$ cat config.mk
export PLATFORM = sky130hd
export DESIGN_NAME = retire_monitor_flat
export DESIGN_NICKNAME = d
export VERILOG_FILES = /design/src/rtl/retire_monitor_pkg.sv /design/src/rtl/retire_monitor_if.sv /design/src/rtl/retire_monitor_classifier.sv /design/src/rtl/retire_monitor.sv /design/src/flat_wrapper.sv
export SDC_FILE = /design/constraint.sdc
export NUM_CORES = 1
export LEC_CHECK = 0
export CELL_PAD_IN_SITES_DETAIL_PLACEMENT = 1
export CELL_PAD_IN_SITES_GLOBAL_PLACEMENT = 2
export CORE_MARGIN = 5
export CORE_UTILIZATION = 43
export CTS_CLUSTER_SIZE = 14
export DETAILED_ROUTE_END_ITERATION = 16
export GPL_TIMING_DRIVEN = 0
export PLACE_DENSITY_LB_ADDON = 0.05
export SYNTH_ARGS = -nofsm -noshare
export SYNTH_HDL_FRONTEND = slang
export SYNTH_SLANG_ARGS = --single-unit
$ cat constraint.sdc
create_clock -name clk -period 7.27 [get_ports clk]
set_input_delay 1.454 -clock clk [delete_from_list [all_inputs] [get_ports clk]]
set_output_delay 1.454 -clock clk [all_outputs]
set_load 0.01 [all_outputs]
$ cat src/rtl/retire_monitor_pkg.sv
// Shared types and constants for the retirement monitor: instruction classes,
// MIPS opcode/funct encodings, FSM states and the debug read address map.
package retire_mon_pkg;

  // Instruction classes; the numeric order is also the class counter order
  typedef enum logic [3:0] {
    CLS_ALU_R  = 4'd0,
    CLS_MUL    = 4'd1,
    CLS_NOP    = 4'd2,
    CLS_LOAD   = 4'd3,
    CLS_STORE  = 4'd4,
    CLS_BRANCH = 4'd5,
    CLS_JUMP   = 4'd6,
    CLS_IMM    = 4'd7,
    CLS_OTHER  = 4'd8
  } retire_class_e;

  localparam int NUM_CLASS = 9;

  typedef enum logic {
    ST_IDLE  = 1'b0,
    ST_COUNT = 1'b1
  } mon_state_e;

  // Opcodes
  localparam logic [5:0] OP_SPECIAL  = 6'd0;
  localparam logic [5:0] OP_J        = 6'd2;
  localparam logic [5:0] OP_BEQ      = 6'd4;
  localparam logic [5:0] OP_ADDIU    = 6'd9;
  localparam logic [5:0] OP_SPECIAL2 = 6'h1C;
  localparam logic [5:0] OP_LW       = 6'd35;
  localparam logic [5:0] OP_SW       = 6'd43;

  // Funct codes under OP_SPECIAL
  localparam logic [5:0] FN_NOP   = 6'd0;
  localparam logic [5:0] FN_SRL   = 6'd2;
  localparam logic [5:0] FN_MFHI  = 6'd16;
  localparam logic [5:0] FN_MFLO  = 6'd18;
  localparam logic [5:0] FN_MULTU = 6'd25;
  localparam logic [5:0] FN_ADD   = 6'd32;
  localparam logic [5:0] FN_SUB   = 6'd34;
  localparam logic [5:0] FN_AND   = 6'd36;
  localparam logic [5:0] FN_OR    = 6'd37;
  localparam logic [5:0] FN_SLT   = 6'd42;

  // Counter indices; a counter's index is also its read address
  localparam int CNT_CYCLES     = 0;
  localparam int CNT_RETIRED    = 1;
  localparam int CNT_STALLS     = 2;
  localparam int CNT_FLUSHES    = 3;
  localparam int CNT_CLASS_BASE = 4;
  localparam int NUM_CNT        = CNT_CLASS_BASE + NUM_CLASS;

  // Read address map
  localparam logic [5:0] ADDR_STATUS     = 6'd13;
  localparam logic [5:0] ADDR_TRACE_BASE = 6'h20;

  // Status word bit positions
  localparam int STATUS_COUNTING_BIT = 0;
  localparam int STATUS_OVERFLOW_BIT = 1;

  // Trace entries live in the upper half of the address space
  function automatic logic is_trace_addr(input logic [5:0] addr);
    return (addr & ADDR_TRACE_BASE) != 6'd0;
  endfunction

endpackage

$ cat src/rtl/retire_monitor_if.sv
// Retirement bus plus debug read port between the core (master) and the
// retirement monitor (slave).
interface retire_monitor_if #(
  parameter int PC_W  = 32,
  parameter int CNT_W = 32
);
  logic             retire_valid;
  logic [5:0]       retire_op;
  logic [5:0]       retire_funct;
  logic [PC_W-1:0]  retire_pc;
  logic             stall;
  logic             flush;
  logic             rd_req;
  logic [5:0]       rd_addr;
  logic             rd_valid;
  logic [CNT_W-1:0] rd_data;

  modport master (
    output retire_valid, retire_op, retire_funct, retire_pc, stall, flush,
    output rd_req, rd_addr,
    input  rd_valid, rd_data
  );

  modport slave (
    input  retire_valid, retire_op, retire_funct, retire_pc, stall, flush,
    input  rd_req, rd_addr,
    output rd_valid, rd_data
  );
endinterface

$ cat src/rtl/retire_monitor_classifier.sv
// Combinational decode of a retiring instruction's opcode/funct into one of
// the monitor's instruction classes.
module retire_classifier
  import retire_mon_pkg::*;
(
  input  logic [5:0]    op,
  input  logic [5:0]    funct,
  output retire_class_e cls
);

  // Anything not explicitly recognised falls into CLS_OTHER
  always_comb begin
    cls = CLS_OTHER;
    case (op)
      OP_SPECIAL: begin
        case (funct)
          FN_ADD, FN_SUB, FN_AND, FN_OR, FN_SLT, FN_SRL: cls = CLS_ALU_R;
          FN_MULTU, FN_MFHI, FN_MFLO:                    cls = CLS_MUL;
          FN_NOP:                                        cls = CLS_NOP;
          default:                                       cls = CLS_OTHER;
        endcase
      end
      OP_SPECIAL2: cls = CLS_MUL;
      OP_LW:       cls = CLS_LOAD;
      OP_SW:       cls = CLS_STORE;
      OP_BEQ:      cls = CLS_BRANCH;
      OP_J:        cls = CLS_JUMP;
      OP_ADDIU:    cls = CLS_IMM;
      default:     cls = CLS_OTHER;
    endcase
  end

endmodule

$ cat src/rtl/retire_monitor.sv
// Retirement monitor for the pipelined MIPS core's writeback stage.
// Counts cycles, retires, stalls, flushes and per-class retires with
// saturating counters, and exposes them through a registered read port.
// Optional feature: define RETIRE_TRACE_EN to add a HIST_DEPTH-entry ring of
// retired PCs readable at 0x20+i (0 = newest); otherwise those reads return 0.
module retire_monitor
  import retire_mon_pkg::*;
#(
  parameter int CNT_W      = 32,
  parameter int PC_W       = 32,
  parameter int HIST_DEPTH = 8
) (
  input  logic             clk,
  input  logic             rst,
  input  logic             start,
  input  logic             stop,
  input  logic             clear,
  retire_monitor_if.slave  bus,
  output logic             counting,
  output logic             overflow
);

  mon_state_e       state_q, state_d;
  retire_class_e    cls;
  logic             retire_ok;
  logic             count_en;
  logic [NUM_CNT-1:0] inc;
  logic [NUM_CNT-1:0] at_max;
  logic             sat_hit;
  logic [CNT_W-1:0] cnt_q [NUM_CNT];
  logic             overflow_q;
  logic [CNT_W-1:0] trace_word;
  logic [CNT_W-1:0] rd_mux;
  logic             rd_valid_q;
  logic [CNT_W-1:0] rd_data_q;

  retire_classifier u_classifier (
    .op    (bus.retire_op),
    .funct (bus.retire_funct),
    .cls   (cls)
  );

  // FSM state register
  always_ff @(posedge clk or negedge rst) begin
    if (!rst) state_q <= ST_IDLE;
    else      state_q <= state_d;
  end

  // FSM next state: clear holds the state, start+stop together is a no-op
  always_comb begin
    state_d = state_q;
    if (!clear) begin
      case (state_q)
        ST_IDLE:  if (start && !stop) state_d = ST_COUNT;
        ST_COUNT: if (stop && !start) state_d = ST_IDLE;
        default:  state_d = ST_IDLE;
      endcase
    end
  end

  // FSM outputs
  always_comb begin
    counting = (state_q == ST_COUNT);
  end

  assign retire_ok = bus.retire_valid && !bus.stall && !bus.flush;
  assign count_en  = counting && !clear;

  // Per-counter increment requests and saturation detection for this cycle
  always_comb begin
    inc = '0;
    inc[CNT_CYCLES]  = 1'b1;
    inc[CNT_RETIRED] = retire_ok;
    inc[CNT_STALLS]  = bus.stall;
    inc[CNT_FLUSHES] = bus.flush;
    for (int c = 0; c < NUM_CLASS; c++) begin
      inc[CNT_CLASS_BASE + c] = retire_ok && (cls == retire_class_e'(c));
    end
    for (int i = 0; i < NUM_CNT; i++) begin
      at_max[i] = &cnt_q[i];
    end
    sat_hit = |(inc & at_max);
  end

  // Saturating counters and sticky overflow; clear wins over counting
  always_ff @(posedge clk or negedge rst) begin
    if (!rst) begin
      for (int i = 0; i < NUM_CNT; i++) cnt_q[i] <= '0;
      overflow_q <= 1'b0;
    end else if (clear) begin
      for (int i = 0; i < NUM_CNT; i++) cnt_q[i] <= '0;
      overflow_q <= 1'b0;
    end else if (count_en) begin
      for (int i = 0; i < NUM_CNT; i++) begin
        if (inc[i] && !at_max[i]) cnt_q[i] <= cnt_q[i] + 1'b1;
      end
      if (sat_hit) overflow_q <= 1'b1;
    end
  end

  assign overflow = overflow_q;

`ifdef RETIRE_TRACE_EN
  localparam int PTR_W = $clog2(HIST_DEPTH);

  logic [PC_W-1:0]  ring_q [HIST_DEPTH];
  logic [PTR_W-1:0] ptr_q;
  logic [PTR_W-1:0] trace_slot;

  // PC ring: ptr_q is the next slot to write, wrapping naturally
  always_ff @(posedge clk or negedge rst) begin
    if (!rst) begin
      for (int i = 0; i < HIST_DEPTH; i++) ring_q[i] <= '0;
      ptr_q <= '0;
    end else if (clear) begin
      for (int i = 0; i < HIST_DEPTH; i++) ring_q[i] <= '0;
      ptr_q <= '0;
    end else if (count_en && retire_ok) begin
      ring_q[ptr_q] <= bus.retire_pc;
      ptr_q         <= ptr_q + 1'b1;
    end
  end

  // Entry i is i slots behind the most recent write
  always_comb begin
    trace_word = '0;
    trace_slot = ptr_q - PTR_W'(1) - bus.rd_addr[PTR_W-1:0];
    if (int'(bus.rd_addr[4:0]) < HIST_DEPTH) begin
      trace_word = CNT_W'(ring_q[trace_slot]);
    end
  end
`else
  // Without the ring the PC and ring geometry are intentionally ignored
  logic unused_trace;
  assign unused_trace = ^{bus.retire_pc, PC_W[0], HIST_DEPTH[0]};
  assign trace_word   = '0;
`endif

  // Read address decode over counters, status word and trace entries
  always_comb begin
    rd_mux = '0;
    if (is_trace_addr(bus.rd_addr)) begin
      rd_mux = trace_word;
    end else if (int'(bus.rd_addr) < NUM_CNT) begin
      rd_mux = cnt_q[bus.rd_addr[3:0]];
    end else if (bus.rd_addr == ADDR_STATUS) begin
      rd_mux[STATUS_OVERFLOW_BIT] = overflow_q;
      rd_mux[STATUS_COUNTING_BIT] = counting;
    end
  end

  // Registered read port: captures pre-update values in the rd_req cycle
  always_ff @(posedge clk or negedge rst) begin
    if (!rst) begin
      rd_valid_q <= 1'b0;
      rd_data_q  <= '0;
    end else begin
      rd_valid_q <= bus.rd_req;
      if (bus.rd_req) rd_data_q <= rd_mux;
    end
  end

  assign bus.rd_valid = rd_valid_q;
  assign bus.rd_data  = rd_data_q;

endmodule
$ cat src/flat_wrapper.sv
// flat-port wrapper written by rule: the top's interface ports become plain ports
module retire_monitor_flat import retire_mon_pkg::*;
#(
  parameter int CNT_W      = 32,
  parameter int PC_W       = 32,
  parameter int HIST_DEPTH = 8
)
  (clk, rst, start, stop, clear, counting, overflow, bus_retire_valid, bus_retire_op, bus_retire_funct, bus_retire_pc, bus_stall, bus_flush, bus_rd_req, bus_rd_addr, bus_rd_valid, bus_rd_data);
  retire_monitor_if #(.PC_W(PC_W), .CNT_W(CNT_W)) bus_i ();
  input  logic clk;
  input  logic rst;
  input  logic start;
  input  logic stop;
  input  logic clear;
  output logic counting;
  output logic overflow;
  input wire logic [$bits(bus_i.retire_valid)-1:0] bus_retire_valid;
  input wire logic [$bits(bus_i.retire_op)-1:0] bus_retire_op;
  input wire logic [$bits(bus_i.retire_funct)-1:0] bus_retire_funct;
  input wire logic [$bits(bus_i.retire_pc)-1:0] bus_retire_pc;
  input wire logic [$bits(bus_i.stall)-1:0] bus_stall;
  input wire logic [$bits(bus_i.flush)-1:0] bus_flush;
  input wire logic [$bits(bus_i.rd_req)-1:0] bus_rd_req;
  input wire logic [$bits(bus_i.rd_addr)-1:0] bus_rd_addr;
  output wire logic [$bits(bus_i.rd_valid)-1:0] bus_rd_valid;
  output wire logic [$bits(bus_i.rd_data)-1:0] bus_rd_data;
  assign bus_i.retire_valid = bus_retire_valid;
  assign bus_i.retire_op = bus_retire_op;
  assign bus_i.retire_funct = bus_retire_funct;
  assign bus_i.retire_pc = bus_retire_pc;
  assign bus_i.stall = bus_stall;
  assign bus_i.flush = bus_flush;
  assign bus_i.rd_req = bus_rd_req;
  assign bus_i.rd_addr = bus_rd_addr;
  assign bus_rd_valid = bus_i.rd_valid;
  assign bus_rd_data = bus_i.rd_data;
  retire_monitor #(.CNT_W(CNT_W), .PC_W(PC_W), .HIST_DEPTH(HIST_DEPTH)) u_core (.clk(clk), .rst(rst), .start(start), .stop(stop), .clear(clear), .bus(bus_i), .counting(counting), .overflow(overflow));
endmodule
# Yosys cells after proc, flatten, opt, wreduce, memory -nomap -nowiden
# Cells that the tools add are included.
[classes]
addsub = 13
n_mul = 0
n_div = 0
order_cmp = 2
eq_ne = 25
shifts = 0
mux = 30
bitwise = 3
n_reduce_logical = 90
[ops]
columns = ["op", "count"]
rows = [
  ["$mux W416", 2],
  ["$mux W32", 16],
  ["$add A32 B1 Y32 const B", 13],
  ["$reduce_and A32 Y1", 13],
  ["$bmux W32 S4", 1],
  ["$eq A6 B6 Y1 const B", 7],
  ["$mux W30", 1],
  ["$pmux W4 S7", 1],
  ["$reduce_and A2 Y1", 14],
  ["$reduce_bool A2 Y1", 14],
  ["$logic_and A1 B1 Y1", 26],
  ["$eq A6 B5 Y1 const B", 4],
  ["$logic_not A1 Y1", 17],
  ["$eq A4 B3 Y1 const B", 4],
  ["$and A13 B13 Y13", 1],
  ["$reduce_or A13 Y1", 1],
  ["$eq A6 B2 Y1 const B", 2],
  ["$eq A6 B4 Y1 const B", 2],
  ["$logic_not A6 Y1", 2],
  ["$pmux W4 S3", 1],
  ["$eq A4 B2 Y1 const B", 2],
  ["$eq A6 B3 Y1 const B", 1],
  ["$lt A6 B4 Y1 const B", 1],
  ["$reduce_or A6 Y1", 1],
  ["other kinds (11)", 16],
]
[word_totals]
regBits = 451
latchBits = 0
mem_bits_rw = 0
romBits = 0
in_bits = 59
out_inout_bits = 35
wordCells = 180
n_memories = 0

# Logic depth before layout (Yosys ltp)
# Gate-level depths: netlist (run 1).
[depth]
ltp_word = 11
depth_mapped = 11
mapped_depth_nobuf = 8

# Modules after synthesis
# Synthesis (run 1) repeated with hierarchy kept, for this count alone.
[hier_totals]
hier_cells = 2898
area_unflattened_um2 = 27045.9
[by_module_without_submodules]
columns = ["module", "instances", "cells_per_inst", "area_each_um2", "seq_area_each_um2"]
rows = [
  ["retire_monitor", 1, 2859, 26775.7, 11285.8],
  ["retire_classifier", 1, 39, 270.3, 0.0],
]

# Worst setup path before layout (run 1)
# OpenSTA, ideal clock, no wires.
[synth_path]
path_type = "input to register"
start = "in bus_retire_op[5]"
end = "reg u_core.cnt_q[142] (netlist bit)"
setup_time_ns = 0.125
t_arrival_ns = 3.839
required_time_ns = 7.145
slack_ns = 3.307
stages = 9
n_path_buf = 2
path_cell_list = "buf_6 or4b_4 a2bb2oi_1 a21o_1 or3_1 buf_2 nor4_2 and3_1 mux2_2"
[synth_between]
elab_chain_cells = 7
word_cells_on_any_way = 13
cone_classes = "eq/ne (7); mux (1); reduce/logical (5)"
[synth_lines]
columns = ["element", "line", "rtl"]
rows = [
  ["from (decl)", "flat_wrapper.sv:18", "input wire logic [$bits(bus_i.retire_op)-1:0] bus_retire_op;"],
  ["$eq A6 B4 Y1, or another cell as far along", "retire_monitor_classifier.sv:14", "case (op)"],
  ["$pmux W4 S7 *", "retire_monitor_classifier.sv:14", ""],
  ["$eq A4 B3 Y1 *", "retire_monitor.sv:77", "inc[CNT_CLASS_BASE + c] = retire_ok && (cls == retire_class_e'(c));"],
  ["$logic_and A1 B1 Y1 *", "retire_monitor.sv:77", ""],
  ["$logic_and A1 B1 Y1 *", "retire_monitor.sv:95", "if (inc[i] && !at_max[i]) cnt_q[i] <= cnt_q[i] + 1'b1;"],
  ["$reduce_bool A2 Y1 (no line) *", "-", ""],
  ["$reduce_and A2 Y1 (no line) *", "-", ""],
  ["to (signal, indexed assignment)", "retire_monitor.sv:95", ""],
  ["to (decl)", "retire_monitor.sv:30", "logic [CNT_W-1:0] cnt_q [NUM_CNT];"],
]
# Mark *: on every way between the ends. The rest lies on a longest branch, timed or not.
# A chain may end at the register's enable or synchronous reset.

# Worst setup path in the final report (run 1)
[layout_path]
start = "in bus_flush"
end = "reg u_core.cnt_q[148] (netlist bit)"
[layout_between]
elab_chain_cells = 6
[layout_lines]
columns = ["element", "line", "rtl"]
rows = [
  ["from (decl)", "flat_wrapper.sv:22", "input wire logic [$bits(bus_i.flush)-1:0] bus_flush;"],
  ["$logic_not A1 Y1", "retire_monitor.sv:66", "assign retire_ok = bus.retire_valid && !bus.stall && !bus.flush;"],
  ["$logic_and A1 B1 Y1", "retire_monitor.sv:66", ""],
  ["$logic_and A1 B1 Y1", "retire_monitor.sv:77", ""],
  ["$logic_and A1 B1 Y1", "retire_monitor.sv:95", ""],
  ["$reduce_bool A2 Y1 (no line)", "-", ""],
  ["$reduce_and A2 Y1 (no line)", "-", ""],
]
# No other way between the ends.

==> results.toml, run 1 <==
[status]
run_status = "completed"

[detailed_routing]
drcViolationCount = 0
wl_per_cell_um = 27.9
vias_per_cell = 6.35
vias = 24700
drt_wl_total_mm = 108
drtIter0Drc = 2224
drtPass1Iterations = 5
antenna_left = 0

[die]
die_w_um = 260
die_area_um2 = 67600
initial_utilization = 0.435
num_rows = 91
core_area_um2 = 61800
pin_count = 94
die_h_um = 260

[logic_synthesis]
yosysSeqAreaShare = 0.420
synth_top_family_by_area = "simple AND/OR/NAND/NOR gates"
synth_top_area_frac = 0.420
netlist_top_cells_count = "dfrtp_1, nor2_1, nand2_1, xnor2_1, nand4_1"
yosys_warnings = 0
yosysTopAreaCell = "dfrtp_1"
syn-num-nets = 2959
synth.area.mux_share = 0.0884
ys_ff_latch = 451
yosysMostFrequentCell = "dfrtp_1"
async_reset_ff_frac = 1.00
synth.area.top_cells = "dfrtp_1, mux4_2, nor2_1"
synth_edf_count = 0
synthesis.area_um2 = 26900
synth_fa_ha_area_frac = 0.00605
synthCells = 2887
synthDistinctLibCells = 72
synthSimpleGateAreaFrac = 0.272
ys.flop_type = "dfrtp_1"
synth-compound-area-share = 0.0840
synth-xor-area-share = 0.0922
synth.avg_cell_area_um2 = 9.31

[power]
power_frac_clock = 0.490
p_per_area_nw_per_um2 = 188
power_frac_comb = 0.065
switchingPower_mw = 1.46
pwr-share-seq = 0.445
p_int_mw = 4.25
p_leak_nw = 11.3
p_total_mw = 5.71
switching_share = 0.256
peakVddDrop_v = 0.000171

[setup_path]
worstSetupPathType = "in2reg"
crit_arrival_ps = 5890
worstPathMaxFanout = 8
crit_path_start_kind = "input port"
worstPathRequired_ps = 7780
cp-end-kind = "register"

[clocking]
cts_tree = "yes"
cts_buffers = 55
ctsResizeCount = 0
cts_setup_buffers = 0
postCtsHoldBufs = 0
h-tree-depth = 2
cts_buffer_depth = 3
insertion_delay_ps = 640
path_clk_slew_ps = 60
root_buffer = "clkbuf_16"
cts.sinks = 451

[min_path]
worst_hold_path_type = "reg2reg"

[placed_design]
port_buffers = 54
routabilityCongestion = 0.932
dp_hpwl_mm = 83.1
postPlaceCellArea_um2 = 28600
dp_cells = 3783

[cells_and_area]
stdcell_area_um2 = 30400
drive_gt1_frac = 0.0748
finalNonFillerCells = 3885
utilization = 0.492
final_nets = 3075
syn2layout_area_growth_pct = 13.1

[grt]
busiest_layer = "met2"
grt_use_met3 = 0.0453
grt_usage = 0.315
antenna_found_initial = 2
grtUsageMet2 = 0.503
grt_util_met1 = 0.433
grt_pass1_vias = 25100
grt_max_degree = 100
overflow = 0
grt_pass1_wl_mm = 161

[timing]
worst_pin_slew_ps = 1410
hold_viol = 0
finalCritPeriodShare = 0.739
setup_viol = 0
max_slew_margin = 0.0611
rsz0062_at_grt = "no"
skew_ps = 22.0
hold_slack_ps = 550
clock.fmax_mhz = 186
drv_slew = 0
min_period_ps = 5380

[flow_run]
maxCapViolCount = 0
## cells in the final DEF, fill, tap and decap left out, types with 8 or more instances in the layout
cell type        count
mux2i_1              8
and2_1              29
a21oi_1            123
mux4_2              96
nor4b_1             12
nand2_1            234
clkbuf_8            14
nor3_1              93
buf_1               16
nor2b_1             11
nor3b_1              8
clkbuf_16           56
o31ai_1             40
o21ai_0             64
inv_1               89
nor4_1              61
nor2_1             386
ha_1                13
mux2_2              12
dfrtp_1            451
or3_1               65
or4_1               40
nand4_1            152
nand3_1            148
clkbuf_1           168
o32ai_1             31
xnor2_1            153
and4_1              50
and3_1              86
a221oi_1            32
or2_2                8
clkdlybuf4s50_1     53
xor2_1             130
## final cells by class
class	count	area (µm²)
Fill cell	7092	31400
Multi-Input combinational cell	2174	14600
Sequential cell	451	11300
Clock buffer	91	1670
Tap cell	837	1050
Timing Repair Buffer	59	683
Buffer	171	667
Inverter	91	342
Clock inverter	10	115
Antenna cell	1	2.50
## sequential cells by signal, summed over array words and instances (netlist names)
register	cells
u_core.bus.rd_valid	1
u_core.cnt_q	416
u_core.bus.rd_data	32
u_core.overflow	1
u_core.counting	1
## critical path: stages
cell	delay, ps
clkdlybuf4s50_1	480
nor3b_1	1090
nand2_1	650
a21o_1	390
or3_1	320
buf_2	190
nor4_2	700
and3_1	260
mux2_2	340
## power groups by stage
stage	clock (mW)	sequential, mW	combinational, mW
6_report	2.80	2.54	0.372
5_1_grt	2.95	2.54	0.400
4_1_cts	2.84	2.54	0.374
3_5_place_dp	0	2.59	0.373
3_3_place_gp	0	2.59	0.356
2_1_floorplan	0	2.58	0.171
## logic make-up after synthesis
group	Yosys count
buf+inv	262
simple gates	1415
mux	116
xor+xnor	283
compound gates	347
fa+ha+maj	13
flops	451
## through the flow
stage / worst slack (ps) / TNS [ps]
2_1_floorplan: 3310 / 0
3_3_place_gp: -16560 / -7430230
3_5_place_dp: 1370 / 0
4_1_cts: 2030 / 0
5_1_grt: 1840 / 0
6_report: 1890 / 0
## final timing paths
kind / from / to / slack, ps / cells past startpoint
max in group asynchronous: rst / u_core.cnt_q[47]$_DFFE_PN0P_ / 5210 / 3
worst max register to register: u_core.counting$_DFFE_PN0N_ / u_core.cnt_q[62]$_DFFE_PN0P_ / 2910 / 9
worst max-delay path: bus_flush / u_core.cnt_q[148]$_DFFE_PN0P_ / 1890 / 9
worst min-delay path: u_core.bus.rd_data[7]$_DFFE_PN0P_ / u_core.bus.rd_data[7]$_DFFE_PN0P_ / 550 / 2
min in group asynchronous: rst / u_core.cnt_q[281]$_DFFE_PN0P_ / 750 / 1
worst min register to register: u_core.bus.rd_data[7]$_DFFE_PN0P_ / u_core.bus.rd_data[7]$_DFFE_PN0P_ / 550 / 2
## routing by layer
layer	part of all wire	routed length [µm]
met4	0.049	5310
met3	0.065	7030
met1	0.42	45800
met2	0.46	50300
met5	0	0
(Power assumes the default switching activity.)
==> run 2, diff against run 1 <==
--- a/config.mk
+++ b/config.mk
@@ -8,7 +8,7 @@
 export CELL_PAD_IN_SITES_DETAIL_PLACEMENT = 1
 export CELL_PAD_IN_SITES_GLOBAL_PLACEMENT = 2
 export CORE_MARGIN = 5
-export CORE_UTILIZATION = 43
+export CORE_UTILIZATION = 36
 export CTS_CLUSTER_SIZE = 14
 export DETAILED_ROUTE_END_ITERATION = 16
 export GPL_TIMING_DRIVEN = 0
==> constraint.sdc (replaced) <==
create_clock -name clk -period 4.4 [get_ports clk]
set_input_delay 0.88 -clock clk [delete_from_list [all_inputs] [get_ports clk]]
set_output_delay 0.88 -clock clk [all_outputs]
set_load 0.01 [all_outputs]
==> run 2 against run 1 <==
  * Global-route usage down 4.0 points
  * Via count decreased by 1.9%
  * Critical path type unchanged
  * Critical path depth did not move
  * First-iteration DRC count down 18%
  * Highest routed layer is now met5
==> results.toml, run 2 (synthesis results as in run 1) <==
[setup_path]
crit_arrival_ps = 4730
cp-end-kind = "register"
worstPathRequired_ps = 4900
r2r_slack_ps = 230
worstPathMaxFanout = 8
slowest_delay_ps = 680
critPathBufInv = 2
crit_chain = "clkdlybuf4s50_1, nor3b_2, nand2_1, a21o_1, or3_1, buf_2, nor4_2, and3_1, mux2_2"
worstSetupPathType = "in2reg"
cp_slowest_cell = "nor4_2"
critical_path.top_delay_family = "simple AND/OR/NAND/NOR gates"
crit_path_start_kind = "input port"

[placed_design]
routabilityCongestion = 0.921
port_buffers = 54
dpl_worst_slack_ps = -988
dp_hpwl_mm = 87.2
dp_cells = 3916

[clocking]
postCtsHoldBufs = 0
root_buffer = "clkbuf_16"
h-tree-depth = 2
insertion_delay_ps = 620
cts_buffers = 57
cts.sinks = 451
cts_tree = "yes"
cts_setup_buffers = 0
cts_buffer_depth = 3
path_clk_slew_ps = 60

[detailed_routing]
antenna_left = 0
drt_wl_total_mm = 113
drtIter0Drc = 1823
wl_per_cell_um = 28.1
drtPass1Iterations = 5
drcViolationCount = 0
vias = 24200
vias_per_cell = 6.02

[power]
switching_share = 0.258
power_frac_clock = 0.489
p_int_mw = 7.02
switchingPower_mw = 2.44
pwr-share-seq = 0.445
p_per_area_nw_per_um2 = 309
power_frac_comb = 0.066
peakVddDrop_v = 0.000277
p_leak_nw = 11.3

[die]
pin_count = 94
initial_utilization = 0.362
die_area_um2 = 80300
die_h_um = 283
die_w_um = 283
num_rows = 100
core_area_um2 = 74300

[cells_and_area]
antenna_cells = 0
utilization = 0.412
final_common_cell = "dfrtp_1"
n_fill_cell = 8501
syn2layout_area_growth_pct = 13.9
largest_register_ffs = 416
drive_gt1_frac = 0.0799
layout_common_cells = "dfrtp_1, nor2_1, nand2_1, clkbuf_1, xnor2_1"
finalNonFillerCells = 4022
top_register = "u_core.cnt_q"
final_nets = 3078

[grt]
grt_usage = 0.275
grt_pass1_vias = 25000
grt_pass1_wl_mm = 169
antenna_found_initial = 2
grt_max_degree = 110
overflow = 0

[timing]
worst_pin_slew_ps = 1330
hold_slack_ps = 239
rsz0062_at_grt = "no"
skew_ps = 21.2
worst_slack_ps = 166
hold_viol = 0
drv_slew = 0
min_period_ps = 4230
clock.fmax_mhz = 236
setup_viol = 0
max_slew_margin = 0.0965
finalCritPeriodShare = 0.962

[min_path]
worst_hold_path_type = "in2async"

[status]
run_status = "completed"

[flow_run]
maxCapViolCount = 0
-- run 2: cell count changes in the layout (fill, tap and decap cells not counted), moves of 2 or more --
| cell | before | now |
|---|---|---|
| bufinv_16 | 2 | 0 |
| clkinv_2 | 6 | 13 |
| clkbuf_1 | 168 | 162 |
| clkbuf_2 | 1 | 4 |
| clkbuf_16 | 56 | 59 |
| clkinvlp_4 | 0 | 2 |
-- run 2: path summary, 6_finish.rpt --
path                            cells after the start                                end                               from
worst max-delay path                                9      u_core.cnt_q[148]$_DFFE_PN0P_                          bus_flush
worst min-delay path                                1      u_core.cnt_q[275]$_DFFE_PN0P_                                rst
worst max register to register                      9       u_core.cnt_q[62]$_DFFE_PN0P_        u_core.counting$_DFFE_PN0N_
worst min register to register                      2  u_core.bus.rd_data[9]$_DFFE_PN0P_  u_core.bus.rd_data[9]$_DFFE_PN0P_
max in group asynchronous                           4       u_core.cnt_q[51]$_DFFE_PN0P_                                rst
min in group clk                                    2  u_core.bus.rd_data[9]$_DFFE_PN0P_  u_core.bus.rd_data[9]$_DFFE_PN0P_
-- run 2: power groups by stage --
stage	Clock, mW	Combinational (mW)	Sequential [mW]
2_1_floorplan	0	0.283	4.27
3_3_place_gp	0	0.604	4.29
3_5_place_dp	0	0.630	4.28
4_1_cts	4.74	0.632	4.20
5_1_grt	4.93	0.673	4.20
6_report	4.63	0.623	4.21
-- run 2: what timing repair did --
action	CTS	global route
resized for setup	3	4
endpoints found under the setup margin	116	20
pin swaps	0	0
-- run 2: through the flow --
step                total power, mW  instance area, µm²  setup TNS (ps)
floorplan                      4.55               26900               0
global placement               4.89               28600        -8883950
detailed placement             4.91               28800         -181970
CTS                            9.58               30600               0
global route                   9.80               30600               0
finish                         9.46               30600               0
-- run 2: layout make-up --
type	instances	area, µm²	area share
Sequential cell	451	11300	0.368
Tap cell	969	1210	0.0396
Clock buffer	90	1730	0.0566
Clock inverter	16	88.8	0.00290
Buffer	171	671	0.0219
Inverter	91	342	0.0112
Timing Repair Buffer	60	682	0.0223
Multi-Input combinational cell	2174	14600	0.477
-- run 2: layer usage --
metal	GRT usage	part of all wire	vias to the layer above	routed length, µm
met4	0.0969	0.040	2	4560
met5	0	0.00012	-	13
li1	-	-	10800	-
met2	0.448	0.47	594	52600
met1	0.378	0.45	12700	50600
met3	0.0365	0.045	166	5140
==> run 3, diff against run 2 <==
--- a/config.mk
+++ b/config.mk
@@ -5,6 +5,7 @@
 export SDC_FILE = /design/constraint.sdc
 export NUM_CORES = 1
 export LEC_CHECK = 0
+export CAP_MARGIN = 20
 export CELL_PAD_IN_SITES_DETAIL_PLACEMENT = 1
 export CELL_PAD_IN_SITES_GLOBAL_PLACEMENT = 2
 export CORE_MARGIN = 5
==> run 3 against run 2 <==
  * Combinational power up 0.8%
  * Clock skew down 5.8 ps
  * First-iteration DRC count up 9.6%
  * Sequential share of layout area down 0.33 points
  * Critical path type is now reg2reg
  * Largest cell class unchanged
  * Highest routed layer unchanged
==> results.toml, run 3 (synthesis results as in run 1) <==
[placed_design]
postPlaceCellArea_um2 = 28900
dp_hpwl_mm = 87.5
routabilityCongestion = 0.921
port_buffers = 54

[clocking]
cts_tree = "yes"
path_clk_slew_ps = 60
root_buffer = "clkbuf_16"
h-tree-depth = 2
cts_buffers = 57
cts.sinks = 451
cts_setup_buffers = 0
cts_buffer_depth = 3
insertion_delay_ps = 640

[setup_path]
crit_chain = "clkbuf_1, nor4bb_1, clkbuf_2, nand4_1, a41o_1, a21oi_1, nand2_1, xor2_1, nor2_1"
worstPathMaxFanout = 9
worstSetupPathType = "reg2reg"
slowest_delay_ps = 760
cp-end-kind = "register"
worstPathRequired_ps = 4880
critical_path.top_delay_family = "compound AO/OA/AOI/OAI gates"
crit_arrival_ps = 4630
r2r_slack_ps = 250
cp_slowest_cell = "a21oi_1"
crit_path_start_kind = "register"
critPathBufInv = 2

[detailed_routing]
drtIter0Drc = 1998
drtPass1Iterations = 7
wl_per_cell_um = 28.2
drcViolationCount = 0
drt_wl_total_mm = 113
antenna_left = 0
vias_per_cell = 6.06
vias = 24400

[timing]
worst_pin_slew_ps = 1170
rsz0062_at_grt = "no"
setup_viol = 0
skew_ps = 15.4
max_slew_margin = 0.218
drv_slew = 0
clock.fmax_mhz = 241
hold_viol = 0
finalCritPeriodShare = 0.942
min_period_ps = 4150

[die]
die_w_um = 283
core_area_um2 = 74300
die_h_um = 283
pin_count = 94
initial_utilization = 0.362
die_area_um2 = 80300
num_rows = 100

[power]
p_per_area_nw_per_um2 = 322
power_frac_clock = 0.514
p_leak_nw = 11.5
pwr-share-seq = 0.423
p_total_mw = 9.94
switchingPower_mw = 2.51
power_frac_comb = 0.063
peakVddDrop_v = 0.000287
p_int_mw = 7.43
switching_share = 0.253

[flow_run]
maxCapViolCount = 0

[min_path]
worst_hold_path_type = "in2async"

[grt]
grt_usage = 0.275
grt_pass1_vias = 24900
grt_max_degree = 110
grt_pass1_wl_mm = 169
antenna_found_initial = 2
overflow = 0

[cells_and_area]
final_common_cell = "dfrtp_1"
drive_gt1_frac = 0.0843
antenna_cells = 0
final_nets = 3085
stdcell_area_um2 = 30900
top_register = "u_core.cnt_q"
syn2layout_area_growth_pct = 14.9
layout_common_cells = "dfrtp_1, nor2_1, nand2_1, clkbuf_1, xnor2_1"
largest_register_ffs = 416

[status]
run_status = "completed"
-- run 3: metal layers --
layer	global-route usage	vias to the layer above	wire length, µm
li1	-	10800	-
met5	0	-	12
met3	0.0285	180	5440
met2	0.451	672	52900
met1	0.381	12800	50300
met4	0.0985	2	4740
-- run 3: path summary, 6_finish.rpt --
kind | depth (start not counted) | endpoint | from
worst max register to register | 9 | u_core.cnt_q[63]$_DFFE_PN0P_ | u_core.counting$_DFFE_PN0N_
min in group clk | 2 | u_core.bus.rd_data[9]$_DFFE_PN0P_ | u_core.bus.rd_data[9]$_DFFE_PN0P_
max in group asynchronous | 4 | u_core.cnt_q[39]$_DFFE_PN0P_ | rst
worst min-delay path | 1 | u_core.cnt_q[275]$_DFFE_PN0P_ | rst
worst min register to register | 2 | u_core.bus.rd_data[9]$_DFFE_PN0P_ | u_core.bus.rd_data[9]$_DFFE_PN0P_
worst max-delay path | 9 | u_core.cnt_q[63]$_DFFE_PN0P_ | u_core.counting$_DFFE_PN0N_
-- run 3: power groups by stage --
| stage | Sequential [mW] | Combinational (mW) | Clock (mW) |
|---|---|---|---|
| floorplan | 4.27 | 0.283 | 0 |
| global placement | 4.29 | 0.604 | 0 |
| detailed placement | 4.28 | 0.636 | 0 |
| CTS | 4.20 | 0.638 | 5.23 |
| global route | 4.20 | 0.681 | 5.40 |
| finish | 4.20 | 0.628 | 5.11 |
-- run 3: stage by stage --
step	hold slack (ps)	setup WS (ps)	util	TNS, ps	std cells
finish	219	254	0.416	0	4030
global route	269	54.3	0.416	0	4030
CTS	240	87.9	0.416	0	4030
detailed placement	538	-562	0.388	-63370	3923
global placement	537	-19360	0.385	-8883950	3910
floorplan	513	1010	-	0	2887
-- run 3: final cells by class --
class | count | area (µm²)
plain buffers | 171 | 668
clock buffers | 81 | 1700
clock inverters | 26 | 334
fillers | 8498 | 43400
inverters | 91 | 342
multi-input cells | 2174 | 14600
flip-flops and latches | 451 | 11300
well taps | 969 | 1210
repair buffers | 67 | 759
-- run 3: what timing repair did --
| action | CTS | global route |
|---|---|---|
| hold buffers | 0 | 0 |
| hold endpoints to repair | 0 | 0 |
| gates resized for setup | 1 | 1 |
| setup endpoints to repair | 4 | 14 |
